[src/rtl/venera_pkg.sv]
// ----------------------------------------------------------------------------
// venera_pkg
// Shared constants for the data_memory arbiter slice: default bus widths,
// requester port indices, arbitration mode encodings and the read-return tag.
// No ports (package).
// ----------------------------------------------------------------------------
package venera_pkg;

   localparam int DEF_ADDR_W = 8;
   localparam int DEF_DATA_W = 16;

   // Requester indices; also the encoding of last_winner and the tag owner.
   localparam logic PORT_CPU = 1'b0;
   localparam logic PORT_AUX = 1'b1;

   // Arbitration modes.
   localparam int ARB_RR    = 0;
   localparam int ARB_FIXED = 1;

   // Read-return tag travelling alongside each issued read.
   typedef struct packed {
      logic vld;
      logic owner;
   } tag_t;

endpackage

[src/rtl/data_memory_arbiter_if.sv]
// ----------------------------------------------------------------------------
// data_memory_arbiter_if
// Bundles both requester ports (m0 = CPU data port, m1 = loader/debug) and the
// data_memory side of the arbiter.
//   m0_*/m1_* : write req/addr/data/ack, read req/addr/ack/valid/data
//   data_*    : memory write strobe/addr/data, read strobe/addr, read data
// Modports:
//   master : the environment (requesters plus memory) that drives requests and
//            data_out and observes acks, read returns and memory strobes
//   slave  : the arbiter itself
// ----------------------------------------------------------------------------
interface data_memory_arbiter_if #(
   parameter int ADDR_W = 8,
   parameter int DATA_W = 16
);

   logic              m0_wr;
   logic [ADDR_W-1:0] m0_wr_address;
   logic [DATA_W-1:0] m0_wr_data;
   logic              m0_wr_ack;
   logic              m0_rd;
   logic [ADDR_W-1:0] m0_rd_address;
   logic              m0_rd_ack;
   logic              m0_rd_valid;
   logic [DATA_W-1:0] m0_rd_data;

   logic              m1_wr;
   logic [ADDR_W-1:0] m1_wr_address;
   logic [DATA_W-1:0] m1_wr_data;
   logic              m1_wr_ack;
   logic              m1_rd;
   logic [ADDR_W-1:0] m1_rd_address;
   logic              m1_rd_ack;
   logic              m1_rd_valid;
   logic [DATA_W-1:0] m1_rd_data;

   logic              data_wr;
   logic [ADDR_W-1:0] data_address_wr;
   logic [DATA_W-1:0] data_in;
   logic              data_rd;
   logic [ADDR_W-1:0] data_address_rd;
   logic [DATA_W-1:0] data_out;

   modport master (
      output m0_wr, m0_wr_address, m0_wr_data, m0_rd, m0_rd_address,
      output m1_wr, m1_wr_address, m1_wr_data, m1_rd, m1_rd_address,
      output data_out,
      input  m0_wr_ack, m0_rd_ack, m0_rd_valid, m0_rd_data,
      input  m1_wr_ack, m1_rd_ack, m1_rd_valid, m1_rd_data,
      input  data_wr, data_address_wr, data_in, data_rd, data_address_rd
   );

   modport slave (
      input  m0_wr, m0_wr_address, m0_wr_data, m0_rd, m0_rd_address,
      input  m1_wr, m1_wr_address, m1_wr_data, m1_rd, m1_rd_address,
      input  data_out,
      output m0_wr_ack, m0_rd_ack, m0_rd_valid, m0_rd_data,
      output m1_wr_ack, m1_rd_ack, m1_rd_valid, m1_rd_data,
      output data_wr, data_address_wr, data_in, data_rd, data_address_rd
   );

endinterface

[src/rtl/rr_arbiter2.sv]
// ----------------------------------------------------------------------------
// rr_arbiter2
// Two-way arbiter: round-robin, or fixed priority (port 0 highest) when
// mode_i is set. The grant is combinational from the current requests.
//   clk, areset_n : clock, asynchronous active-low reset
//   req_i[1:0]    : request per port
//   mode_i        : 0 = round-robin, 1 = fixed priority
//   gnt_o[1:0]    : one-hot grant, or zero when nothing is requested
//   winner_o      : index of the granted port (0 when no grant)
// ----------------------------------------------------------------------------
module rr_arbiter2
   import venera_pkg::*;
(
   input  logic       clk,
   input  logic       areset_n,
   input  logic [1:0] req_i,
   input  logic       mode_i,
   output logic [1:0] gnt_o,
   output logic       winner_o
);

   logic last_winner_q;
   logic last_winner_d;

   // Resetting to the AUX port makes the CPU port win the first contention.
   always_ff @(posedge clk or negedge areset_n) begin
      if (!areset_n) begin
         last_winner_q <= PORT_AUX;
      end else begin
         last_winner_q <= last_winner_d;
      end
   end

   always_comb begin
      gnt_o         = 2'b00;
      // Grants are held off while reset is asserted so no ack can leak out.
      if (areset_n) begin
         case (req_i)
            2'b01:   gnt_o = 2'b01;
            2'b10:   gnt_o = 2'b10;
            2'b11:   gnt_o = (mode_i || (last_winner_q == PORT_AUX)) ? 2'b01 : 2'b10;
            default: gnt_o = 2'b00;
         endcase
      end
      winner_o      = gnt_o[1];
      last_winner_d = (gnt_o != 2'b00) ? winner_o : last_winner_q;
   end

endmodule

[src/rtl/data_memory_arbiter.sv]
// ----------------------------------------------------------------------------
// data_memory_arbiter
// Shares one data_memory between the CPU data port (m0) and a loader/debug
// master (m1). Write and read channels are arbitrated independently; granted
// accesses are registered onto the memory strobes one cycle after the ack, and
// a tag pipeline steers each read return to the port that issued it.
//   clk      : system clock
//   areset_n : asynchronous active-low reset
//   bus      : requester ports and data_memory side (slave modport)
// Parameters: ADDR_W, DATA_W, RD_LATENCY (>=1, memory read latency),
//             ARB_MODE (ARB_RR or ARB_FIXED).
// ----------------------------------------------------------------------------
module data_memory_arbiter
   import venera_pkg::*;
#(
   parameter int ADDR_W     = DEF_ADDR_W,
   parameter int DATA_W     = DEF_DATA_W,
   parameter int RD_LATENCY = 1,
   parameter int ARB_MODE   = ARB_RR
) (
   input  logic                  clk,
   input  logic                  areset_n,
   data_memory_arbiter_if.slave  bus
);

   localparam logic FIXED_MODE = (ARB_MODE == ARB_FIXED);

   logic [1:0] wr_gnt;
   logic       wr_winner;
   logic [1:0] rd_gnt;
   logic       rd_winner;

   logic              data_wr_q,         data_wr_d;
   logic [ADDR_W-1:0] data_address_wr_q, data_address_wr_d;
   logic [DATA_W-1:0] data_in_q,         data_in_d;
   logic              data_rd_q,         data_rd_d;
   logic [ADDR_W-1:0] data_address_rd_q, data_address_rd_d;

   // Stage 0 lines up with data_rd; stage RD_LATENCY lines up with data_out.
   tag_t [RD_LATENCY:0] tag_q, tag_d;
   tag_t                rd_tag;

   rr_arbiter2 u_wr_arb (
      .clk      (clk),
      .areset_n (areset_n),
      .req_i    ({bus.m1_wr, bus.m0_wr}),
      .mode_i   (FIXED_MODE),
      .gnt_o    (wr_gnt),
      .winner_o (wr_winner)
   );

   rr_arbiter2 u_rd_arb (
      .clk      (clk),
      .areset_n (areset_n),
      .req_i    ({bus.m1_rd, bus.m0_rd}),
      .mode_i   (FIXED_MODE),
      .gnt_o    (rd_gnt),
      .winner_o (rd_winner)
   );

   assign bus.m0_wr_ack = wr_gnt[0];
   assign bus.m1_wr_ack = wr_gnt[1];
   assign bus.m0_rd_ack = rd_gnt[0];
   assign bus.m1_rd_ack = rd_gnt[1];

   always_comb begin
      // Address/data hold their last value on idle cycles.
      data_wr_d         = |wr_gnt;
      data_address_wr_d = data_address_wr_q;
      data_in_d         = data_in_q;
      if (|wr_gnt) begin
         data_address_wr_d = (wr_winner == PORT_AUX) ? bus.m1_wr_address : bus.m0_wr_address;
         data_in_d         = (wr_winner == PORT_AUX) ? bus.m1_wr_data    : bus.m0_wr_data;
      end

      data_rd_d         = |rd_gnt;
      data_address_rd_d = data_address_rd_q;
      if (|rd_gnt) begin
         data_address_rd_d = (rd_winner == PORT_AUX) ? bus.m1_rd_address : bus.m0_rd_address;
      end

      rd_tag.vld   = |rd_gnt;
      rd_tag.owner = rd_winner;
      tag_d        = {tag_q[RD_LATENCY-1:0], rd_tag};
   end

   always_ff @(posedge clk or negedge areset_n) begin
      if (!areset_n) begin
         data_wr_q         <= 1'b0;
         data_address_wr_q <= '0;
         data_in_q         <= '0;
         data_rd_q         <= 1'b0;
         data_address_rd_q <= '0;
         tag_q             <= '0;
      end else begin
         data_wr_q         <= data_wr_d;
         data_address_wr_q <= data_address_wr_d;
         data_in_q         <= data_in_d;
         data_rd_q         <= data_rd_d;
         data_address_rd_q <= data_address_rd_d;
         tag_q             <= tag_d;
      end
   end

   assign bus.data_wr         = data_wr_q;
   assign bus.data_address_wr = data_address_wr_q;
   assign bus.data_in         = data_in_q;
   assign bus.data_rd         = data_rd_q;
   assign bus.data_address_rd = data_address_rd_q;

   // Read data is a straight pass-through; only the valid is steered.
   assign bus.m0_rd_valid = tag_q[RD_LATENCY].vld && (tag_q[RD_LATENCY].owner == PORT_CPU);
   assign bus.m1_rd_valid = tag_q[RD_LATENCY].vld && (tag_q[RD_LATENCY].owner == PORT_AUX);
   assign bus.m0_rd_data  = bus.data_out;
   assign bus.m1_rd_data  = bus.data_out;

endmodule

[src/flat_wrapper.sv]
// flat-port wrapper written by rule: the top's interface ports become plain ports
module data_memory_arbiter_flat import venera_pkg::*;
#(
   parameter int ADDR_W     = DEF_ADDR_W,
   parameter int DATA_W     = DEF_DATA_W,
   parameter int RD_LATENCY = 1,
   parameter int ARB_MODE   = ARB_RR
)
  (clk, areset_n, bus_m0_wr, bus_m0_wr_address, bus_m0_wr_data, bus_m0_rd, bus_m0_rd_address, bus_m1_wr, bus_m1_wr_address, bus_m1_wr_data, bus_m1_rd, bus_m1_rd_address, bus_data_out, bus_m0_wr_ack, bus_m0_rd_ack, bus_m0_rd_valid, bus_m0_rd_data, bus_m1_wr_ack, bus_m1_rd_ack, bus_m1_rd_valid, bus_m1_rd_data, bus_data_wr, bus_data_address_wr, bus_data_in, bus_data_rd, bus_data_address_rd);
  data_memory_arbiter_if #(.ADDR_W(ADDR_W), .DATA_W(DATA_W)) bus_i ();
  input  logic clk;
  input  logic areset_n;
  input wire logic [$bits(bus_i.m0_wr)-1:0] bus_m0_wr;
  input wire logic [$bits(bus_i.m0_wr_address)-1:0] bus_m0_wr_address;
  input wire logic [$bits(bus_i.m0_wr_data)-1:0] bus_m0_wr_data;
  input wire logic [$bits(bus_i.m0_rd)-1:0] bus_m0_rd;
  input wire logic [$bits(bus_i.m0_rd_address)-1:0] bus_m0_rd_address;
  input wire logic [$bits(bus_i.m1_wr)-1:0] bus_m1_wr;
  input wire logic [$bits(bus_i.m1_wr_address)-1:0] bus_m1_wr_address;
  input wire logic [$bits(bus_i.m1_wr_data)-1:0] bus_m1_wr_data;
  input wire logic [$bits(bus_i.m1_rd)-1:0] bus_m1_rd;
  input wire logic [$bits(bus_i.m1_rd_address)-1:0] bus_m1_rd_address;
  input wire logic [$bits(bus_i.data_out)-1:0] bus_data_out;
  output wire logic [$bits(bus_i.m0_wr_ack)-1:0] bus_m0_wr_ack;
  output wire logic [$bits(bus_i.m0_rd_ack)-1:0] bus_m0_rd_ack;
  output wire logic [$bits(bus_i.m0_rd_valid)-1:0] bus_m0_rd_valid;
  output wire logic [$bits(bus_i.m0_rd_data)-1:0] bus_m0_rd_data;
  output wire logic [$bits(bus_i.m1_wr_ack)-1:0] bus_m1_wr_ack;
  output wire logic [$bits(bus_i.m1_rd_ack)-1:0] bus_m1_rd_ack;
  output wire logic [$bits(bus_i.m1_rd_valid)-1:0] bus_m1_rd_valid;
  output wire logic [$bits(bus_i.m1_rd_data)-1:0] bus_m1_rd_data;
  output wire logic [$bits(bus_i.data_wr)-1:0] bus_data_wr;
  output wire logic [$bits(bus_i.data_address_wr)-1:0] bus_data_address_wr;
  output wire logic [$bits(bus_i.data_in)-1:0] bus_data_in;
  output wire logic [$bits(bus_i.data_rd)-1:0] bus_data_rd;
  output wire logic [$bits(bus_i.data_address_rd)-1:0] bus_data_address_rd;
  assign bus_i.m0_wr = bus_m0_wr;
  assign bus_i.m0_wr_address = bus_m0_wr_address;
  assign bus_i.m0_wr_data = bus_m0_wr_data;
  assign bus_i.m0_rd = bus_m0_rd;
  assign bus_i.m0_rd_address = bus_m0_rd_address;
  assign bus_i.m1_wr = bus_m1_wr;
  assign bus_i.m1_wr_address = bus_m1_wr_address;
  assign bus_i.m1_wr_data = bus_m1_wr_data;
  assign bus_i.m1_rd = bus_m1_rd;
  assign bus_i.m1_rd_address = bus_m1_rd_address;
  assign bus_i.data_out = bus_data_out;
  assign bus_m0_wr_ack = bus_i.m0_wr_ack;
  assign bus_m0_rd_ack = bus_i.m0_rd_ack;
  assign bus_m0_rd_valid = bus_i.m0_rd_valid;
  assign bus_m0_rd_data = bus_i.m0_rd_data;
  assign bus_m1_wr_ack = bus_i.m1_wr_ack;
  assign bus_m1_rd_ack = bus_i.m1_rd_ack;
  assign bus_m1_rd_valid = bus_i.m1_rd_valid;
  assign bus_m1_rd_data = bus_i.m1_rd_data;
  assign bus_data_wr = bus_i.data_wr;
  assign bus_data_address_wr = bus_i.data_address_wr;
  assign bus_data_in = bus_i.data_in;
  assign bus_data_rd = bus_i.data_rd;
  assign bus_data_address_rd = bus_i.data_address_rd;
  data_memory_arbiter #(.ADDR_W(ADDR_W), .DATA_W(DATA_W), .RD_LATENCY(RD_LATENCY), .ARB_MODE(ARB_MODE)) u_core (.clk(clk), .areset_n(areset_n), .bus(bus_i));
endmodule
[config.mk]
export PLATFORM = sky130hd
export DESIGN_NAME = data_memory_arbiter_flat
export DESIGN_NICKNAME = d
export VERILOG_FILES = /design/src/rtl/venera_pkg.sv /design/src/rtl/data_memory_arbiter_if.sv /design/src/rtl/rr_arbiter2.sv /design/src/rtl/data_memory_arbiter.sv /design/src/flat_wrapper.sv
export SDC_FILE = /design/constraint.sdc
export NUM_CORES = 1
export LEC_CHECK = 0
export BUFFER_PORTS_ARGS = -buffer_cell sky130_fd_sc_hd__buf_2
export CORE_ASPECT_RATIO = 1.25
export CORE_MARGIN = 4
export CORE_UTILIZATION = 41
export CTS_CLUSTER_SIZE = 28
export DETAILED_ROUTE_END_ITERATION = 16
export GPL_ROUTABILITY_DRIVEN = 0
export PLACE_DENSITY = 0.88
export SLEW_MARGIN = 20
export SYNTH_ARGS = -nofsm -noshare
export SYNTH_HDL_FRONTEND = slang
export SYNTH_HIERARCHICAL = 1
export SYNTH_SLANG_ARGS = --single-unit
[constraint.sdc]
create_clock -name clk -period 2.1 [get_ports clk]
set_clock_uncertainty 0.15 [all_clocks]
set_input_delay 0.42 -clock clk [delete_from_list [all_inputs] [get_ports clk]]
set_output_delay 0.42 -clock clk [all_outputs]
set_load 0.005 [all_outputs]
* Word-level counts from Yosys, hierarchy flattened
Cells that the tools add are included.
** Word-level totals
- Output and inout bits :: 72
- Register bits after elaboration :: 39
- Input port bits :: 86
** Cells by class
- Bitwise logic cells :: 1
- Muxes and demuxes :: 9
- Reductions and logical operators :: 6
- Eq/ne operators :: 6
** Operators by type and width (number)
- $mux 16 :: 1
- $mux 8 :: 2
- $pmux 2 s3 :: 2
- $eq 2x2->1 const B :: 4
- $mux 2 :: 4
- $eq 2x1->1 const B :: 2
- $reduce_bool 2->1 :: 2
- $reduce_or 2->1 :: 2
- $logic_and 1x1->1 :: 2
- $not 1->1 :: 1

* Logic depth before layout (Yosys ltp)
Gate-level depths: netlist of run 1.
- Depth in word-level cells :: 4
- Mapped depth :: 8
- Mapped depth without buffers :: 4

* Modules after synthesis
Netlist of run 1, hierarchy kept.
** Modules (own cells, without submodules)
- data_memory_arbiter :: instances 1, area an instance 2009.4 um^2, sequential area each 925.9 um^2, cells each 186
- rr_arbiter2 :: instances 2, area an instance 82.6 um^2, sequential area each 26.3 um^2, cells each 10

* Worst setup path before layout of run 1
Ideal clock, no wire load.
- Path kind :: reg2reg
- From :: register u_core.u_wr_arb.last_winner_q
- To :: register u_core.data_in_q[10] (netlist: u_core/bus.data_in[10])
- Path buffers :: 4
- Data arrival time :: 1618 ps
- Stages on the path, launching flop included :: 9
- Setup slack :: 259 ps
- Path through :: dfstp_2 > o21ai_0 > and3_1 > buf_4 > buf_6 > or2_1 > buf_6 > buf_6 > a21oi_2
** On the way
- Cells in the longest elaborated chain, start to end :: 4
- Elaborated cells between the ends (all ways) :: 5
- Those cells by class :: mux: 4; reduce/logical: 1
** Ends and longest elaborated chain
- from (decl) :: line rr_arbiter2.sv:22 : logic last_winner_q;
- from (signal assigned) :: line rr_arbiter2.sv:30 : last_winner_q <= last_winner_d;
- $mux 2 * :: line rr_arbiter2.sv:41 : 2'b11: gnt_o = (mode_i || (last_winner_q == PORT_AUX)) ? 2'b01 : 2'b10;
- $pmux 2 s3 * :: line rr_arbiter2.sv:38 : case (req_i)
- $mux 2 * :: line rr_arbiter2.sv:37 : if (areset_n) begin
- named net u_core.wr_winner :: line data_memory_arbiter.sv:29 : logic wr_winner;
- $mux 16 / $reduce_or 2->1 (equally long branches) :: line data_memory_arbiter.sv:73, data_memory_arbiter.sv:71
- to (signal assigned) :: line data_memory_arbiter.sv:98 : data_in_q <= data_in_d;
- to (decl) :: line data_memory_arbiter.sv:35 : logic [DATA_W-1:0] data_in_q, data_in_d;
The timed path passes the listed nets; every way through them passes the cells marked *.
A chain may end at the register's enable or synchronous reset.

* Worst setup path in the final report of run 1
- From :: register u_core.u_rd_arb.last_winner_q
- To :: output bus_m1_rd_ack
** On the way
- Cells in the longest elaborated chain, start to end :: 3
** Ends and longest elaborated chain
- from (decl) :: line rr_arbiter2.sv:22
- from (signal assigned) :: line rr_arbiter2.sv:30
- $mux 2 :: line rr_arbiter2.sv:41
- $pmux 2 s3 :: line rr_arbiter2.sv:38
- $mux 2 :: line rr_arbiter2.sv:37
- to (decl) :: line flat_wrapper.sv:29 : output wire logic [$bits(bus_i.m1_rd_ack)-1:0] bus_m1_rd_ack;
Every way passes these cells.

==> results of run 1 <==
cells in the final DEF, fill, tap and decap left out, types with 3 or more instances in the layout:
cell | netlist | layout
buf_2 | 3 | 109
dfrtp_1 | 37 | 37
mux2i_1 | 32 | 32
nor3_1 | 32 | 32
a21oi_2 | 21 | 22
a21oi_1 | 17 | 16
buf_4 | 36 | 6
conb_1 | 1 | 6
clkbuf_8 | 0 | 5
clkbuf_1 | 6 | 3
critical path: stages (launching register included):
cell and delay, ps:
dfstp_2 550, o21ai_0 80, and3_1 290, buf_2 170
metrics by stage:
step                cells  setup WS (ps)
floorplan             211            259
global placement      340            275
detailed placement    340            237
CTS                   348            115
global route          348           74.3
finish                348            155
final cells by class:
class                      count  area share [%]
sequential                    39            37.2
multi-input combinational    122            32.8
timing repair buffer         117            24.0
clock buffer                   8            3.05
tap                           62            2.95
logic make-up (layout without fill, tap and decap cells):
group                  after synthesis  count (layout)  synth area share [%]
AOI/OAI and AO/OA                   40              40                  12.8
buffers and inverters               50             125                  16.5
DFF                                 39              39                  45.0
muxes                               34              34                  15.8
other                                1               6                 0.172
and+or+nand+nor                     42              42                  9.78
worst max-delay path by stage:
stage	end	slack, ps	cells after the start
floorplan	u_core/bus.data_in[10]$_DFFE_PN0P_	260	8
finish	bus_m1_rd_ack	150	3
detailed placement	u_core/bus.data_in[11]$_DFFE_PN0P_	240	6
global placement	u_core/bus.data_in[11]$_DFFE_PN0P_	270	6
global route	bus_m1_rd_ack	70	3
CTS	bus_m1_rd_ack	120	3
state kept, by name (all words and copies together) (netlist names):
signal and count:
u_core/bus.data_in 16, u_core/bus.data_address_rd 8, u_core/bus.data_address_wr 8, u_core/tag_d 2
u_core/tag_q 2, u_core/bus.data_wr 1, u_core/u_rd_arb/last_winner_q 1, u_core/u_wr_arb/last_winner_q 1
routing by layer:
metal	track usage [%]	vias up	wire length, um
li1	-	836	-
met1	15.7	778	1700
met2	26.4	64	2620
met3	3.37	25	388
met4	8.22	0	180
met5	0	-	0
power breakdown:
| part | switching, uW | internal [uW] | total, uW | leakage [uW] |
|---|---|---|---|---|
| Combinational | 255 | 256 | 510 | 0.000743 |
| Sequential | 68.1 | 883 | 951 | 0.000438 |
| Clock | 236 | 236 | 472 | 0.0000395 |
| Total | 559 | 1370 | 1930 | 0.00122 |
==> impl_metrics.toml, run 1 <==
[status]
status = "finished clean"

[final_layout]
drive_gt1_share_pct = 51.4
nets = 371
multi_input_area_um2 = 862
antenna_cells = 0
fin_area_um2 = 2630
fillers = 481
fin_util_pct = 51.4
regArea_um2 = 978
syn2layout_area_growth_pct = 20.9

[synthesis]
synth_cell_types = 20
yosysWarnings = 6
async_flop_share_pct = 100
synth.most_common_cell = "dfrtp_1"
syn_inst = 206
syn_area_per_cell_um2 = 10.6
synth-seq-cells = 39
ys.flop_type = "dfrtp_1"
synth-edff-count = 0
yosys.area.top_type = "dfrtp_1"
netlist.area_leader.share_pct = 42.6
ys_seq_area_share_pct = 45.0
synthTopCellsByCount = "dfrtp_1 (37), buf_4 (36), mux2i_1 (32), nor3_1 (32), a21oi_2 (21)"
synth_area_leaders = "dfrtp_1 (43%), mux2i_1 (15%), buf_4 (12%)"
syn_area_um2 = 2170

[placed_design]
port_buffers = 109
hpwl_mm = 3.83
dpl-instance-area_um2 = 2550

[critical_path]
start_kind = "flop"
worstPathArrival_ps = 1380
worstReg2RegEnd = "u_core/bus.data_in[15]$_DFFE_PN0P_"
rrSetupSlack_ps = 270
cp-end-kind = "output port"
reg2reg_depth = 5
critPathKind = "flop to output port"
critPathMaxFanout = 8
critPathRequiredTime_ps = 1530
rr_startpoint = "u_core/u_wr_arb/last_winner_q$_DFFE_PN1P_"
crit_start = "u_core/u_rd_arb/last_winner_q$_DFFE_PN1P_"

[detailed_routing]
drtAntennaViolNets = 0
finalWirelength_mm = 4.89
routed_via_density = 4.89
dr_total_vias = 1703
post_drt_wl_per_cell_um = 14.1
drt_iter0_drc = 42
route.detailed.drc = 0
drt_first_pass_iters = 4

[clock_network]
cts_resized = 0
clock_latency_ps = 270
root_buffer = "clkbuf_8"
clkTransAtPathRegs_ps = 70
htree_levels = 2
cts_tree = "done"
cts_hold_buf = 0
cts_setup_buffers = 0
cts_buffer_depth = 2
cts_buffers = 5
numClockSinks = 39

[pwr]
power_leakage_uw = 0.00122
p_per_area_nw_per_um2 = 735
power_uw = 1930
irDropWorstVdd_uv = 382

[hold_path]
hold_class = "primary input to async pin"

[run]
drv_cap = 0

[sta]
timing_hold_violations_final = 0
period_share_pct = 92.6
period_needed_ps = 1950
holdWs_ps = 35.8
fin_tns_setup_ps = 0
slew_violations = 0
setup-violations-final = 0
max_freq_ghz = 0.514
rsz0062_at_grt = "false"

[global_routing]
grt_pass1_vias = 1667
overflow = 0
antenna_found_initial = 0
grt_max_degree = 34
grt_pass1_wl_mm = 7.51
track_usage_pct = 14.7

[floorplan]
die_h_um = 89.4
io_pins = 158
core_um2 = 5120
rows = 29
start_util_pct = 42.5
die_area_um2 = 6540
dieWidth_um = 73.1
Power figures use the tool's default switching activity.
==> run 2: changes to the inputs <==
CORE_ASPECT_RATIO = not set   (was 1.25)
PLACE_DENSITY = not set   (was 0.88)
PLACE_DENSITY_LB_ADDON = 0.08   (was not set)
==> run 2 against run 1 <==
Hold slack got worse by 16 ps. Combinational power grew 2%. Core utilization increased by 1.4 points. Wire length is 7.2% higher. Sequential power barely moved.
==> impl_metrics.toml, run 2 (synthesis gave the netlist of run 1 again) <==
[clock_network]
root_buffer = "clkbuf_8"
htree_levels = 2
clkTransAtPathRegs_ps = 70
cts_tree = "done"
numClockSinks = 39
cts_buffer_depth = 2
cts_resized = 0
clock_latency_ps = 290
cts_buffers = 5

[critical_path]
worstReg2RegEnd = "u_core/bus.data_address_wr[7]$_DFFE_PN0P_"
reg2reg_depth = 5
critPathMaxFanout = 14
rrSetupSlack_ps = 260
critPathRequiredTime_ps = 1530
rr_startpoint = "u_core/u_wr_arb/last_winner_q$_DFFE_PN1P_"
cp-end-kind = "output port"
critPathKind = "flop to output port"
start_kind = "flop"
worstPathArrival_ps = 1440

[sta]
timing_hold_violations_final = 0
slew_violations = 0
setup-violations-final = 0
fin_ws_ps = 90.0
rsz0062_at_grt = "false"
period_share_pct = 95.7
max_freq_ghz = 0.498
fin_tns_setup_ps = 0
period_needed_ps = 2010

[pwr]
p_int_uw = 1500
p_per_area_nw_per_um2 = 772
p_clk_share_pct = 29.7
power_leakage_uw = 0.00126
combPwrFrac_pct = 25.0
power_uw = 2090
pwr-share-seq_pct = 45.4
switching_share_pct = 28.3
power_switching_uw = 593
irDropWorstVdd_uv = 362

[status]
status = "finished clean"

[detailed_routing]
dr_total_vias = 1716
finalWirelength_mm = 5.24
dr_wl_met2_mm = 2.46
drtAntennaViolNets = 0
wl_met1_mm = 2.04
wl_met3_um = 630
routed_via_density = 4.73
highest_layer = "met4"
drt_iter0_drc = 44
route.detailed.drc = 0
drt_first_pass_iters = 4
post_drt_wl_per_cell_um = 14.4

[global_routing]
grt_pass1_wl_mm = 8.31
track_usage_pct = 16.6
grt_max_degree = 23
antenna_found_initial = 0
overflow = 0
grt_pass1_vias = 1666

[final_layout]
nets = 378
regArea_um2 = 978
syn2layout_area_growth_pct = 24.7
fillers = 510
antenna_cells = 0
fin_util_pct = 52.8
drive_gt1_share_pct = 52.9
final_cell_mix = "buf_2 (109), dfrtp_1 (37), mux2i_1 (32), nor3_1 (32), a21oi_2 (22)"
final_common_cell = "buf_2"
largest_reg_flops = 16
multi_input_area_um2 = 862

[floorplan]
rows = 26
die_h_um = 80.8
io_pins = 158
die_area_um2 = 6530
start_util_pct = 42.3
core_um2 = 5140
dieWidth_um = 80.8

[placed_design]
hpwl_mm = 4.07
post-place-ws_ps = 156
port_buffers = 109

[hold_path]
hold_class = "primary input to async pin"

[run]
drv_cap = 0
## run 2: cell count changes in the layout (fill, tap and decap cells not counted), sizes merged
cell	change
clkbuf	-2
clkinvlp	+1
dlygate4sd3	+1
bufinv	+1
buf	+6
## run 2: what timing repair did
item                      in CTS  in global routing
hold endpoints to repair       1                  0
setup buffers                  0                  0
hold buffers                   1                  0
## run 2: how the worst max path moves through the flow
stage               slack, ps  cells past startpoint                                      start                            endpoint
detailed placement        160                      5                                   areset_n  u_core/bus.data_in[10]$_DFFE_PN0P_
global placement          210                      5                                   areset_n   u_core/bus.data_in[6]$_DFFE_PN0P_
finish                     90                      3  u_core/u_wr_arb/last_winner_q$_DFFE_PN1P_                       bus_m1_wr_ack
CTS                        80                      3  u_core/u_wr_arb/last_winner_q$_DFFE_PN1P_                       bus_m1_wr_ack
global route               20                      3  u_core/u_wr_arb/last_winner_q$_DFFE_PN1P_                       bus_m1_wr_ack
floorplan                 260                      8  u_core/u_wr_arb/last_winner_q$_DFFE_PN1P_  u_core/bus.data_in[10]$_DFFE_PN0P_
## run 2: power by group through the flow
stage	combinational, uW	sequential [uW]	clock [uW]
2_1_floorplan	310	973	0
3_3_place_gp	526	966	0
3_5_place_dp	533	963	0
4_1_cts	535	951	647
5_1_grt	585	968	679
6_report	522	950	621
## run 2: metal layers
layer / vias to the layer above / GRT usage, %
met2: 79 / 26.5
met1: 767 / 20.3
met5: - / 0
li1: 849 / -
met4: 0 / 6.25
met3: 21 / 6.43
## run 2: worst max-delay path, cell delays in order, from the launching register on
cell and delay (ps):
dfstp_2 560, o21ai_0 80, and3_2 340, buf_2 180
## run 2: cell type report
cell class	instances	share of cell area, %
Multi-Input combinational cell	122	31.8
Clock inverter	2	1.38
Clock buffer	6	2.68
Tap cell	70	3.23
Timing Repair Buffer	124	24.8
Sequential cell	39	36.1
## run 2: metrics by stage
stage               area (um^2)  instances  hold slack [ps]
floorplan                  2190        211            -25.6
global placement           2590        354              111
detailed placement         2590        354              118
CTS                        2710        363             11.9
global route               2710        363             24.7
finish                     2710        363             19.4
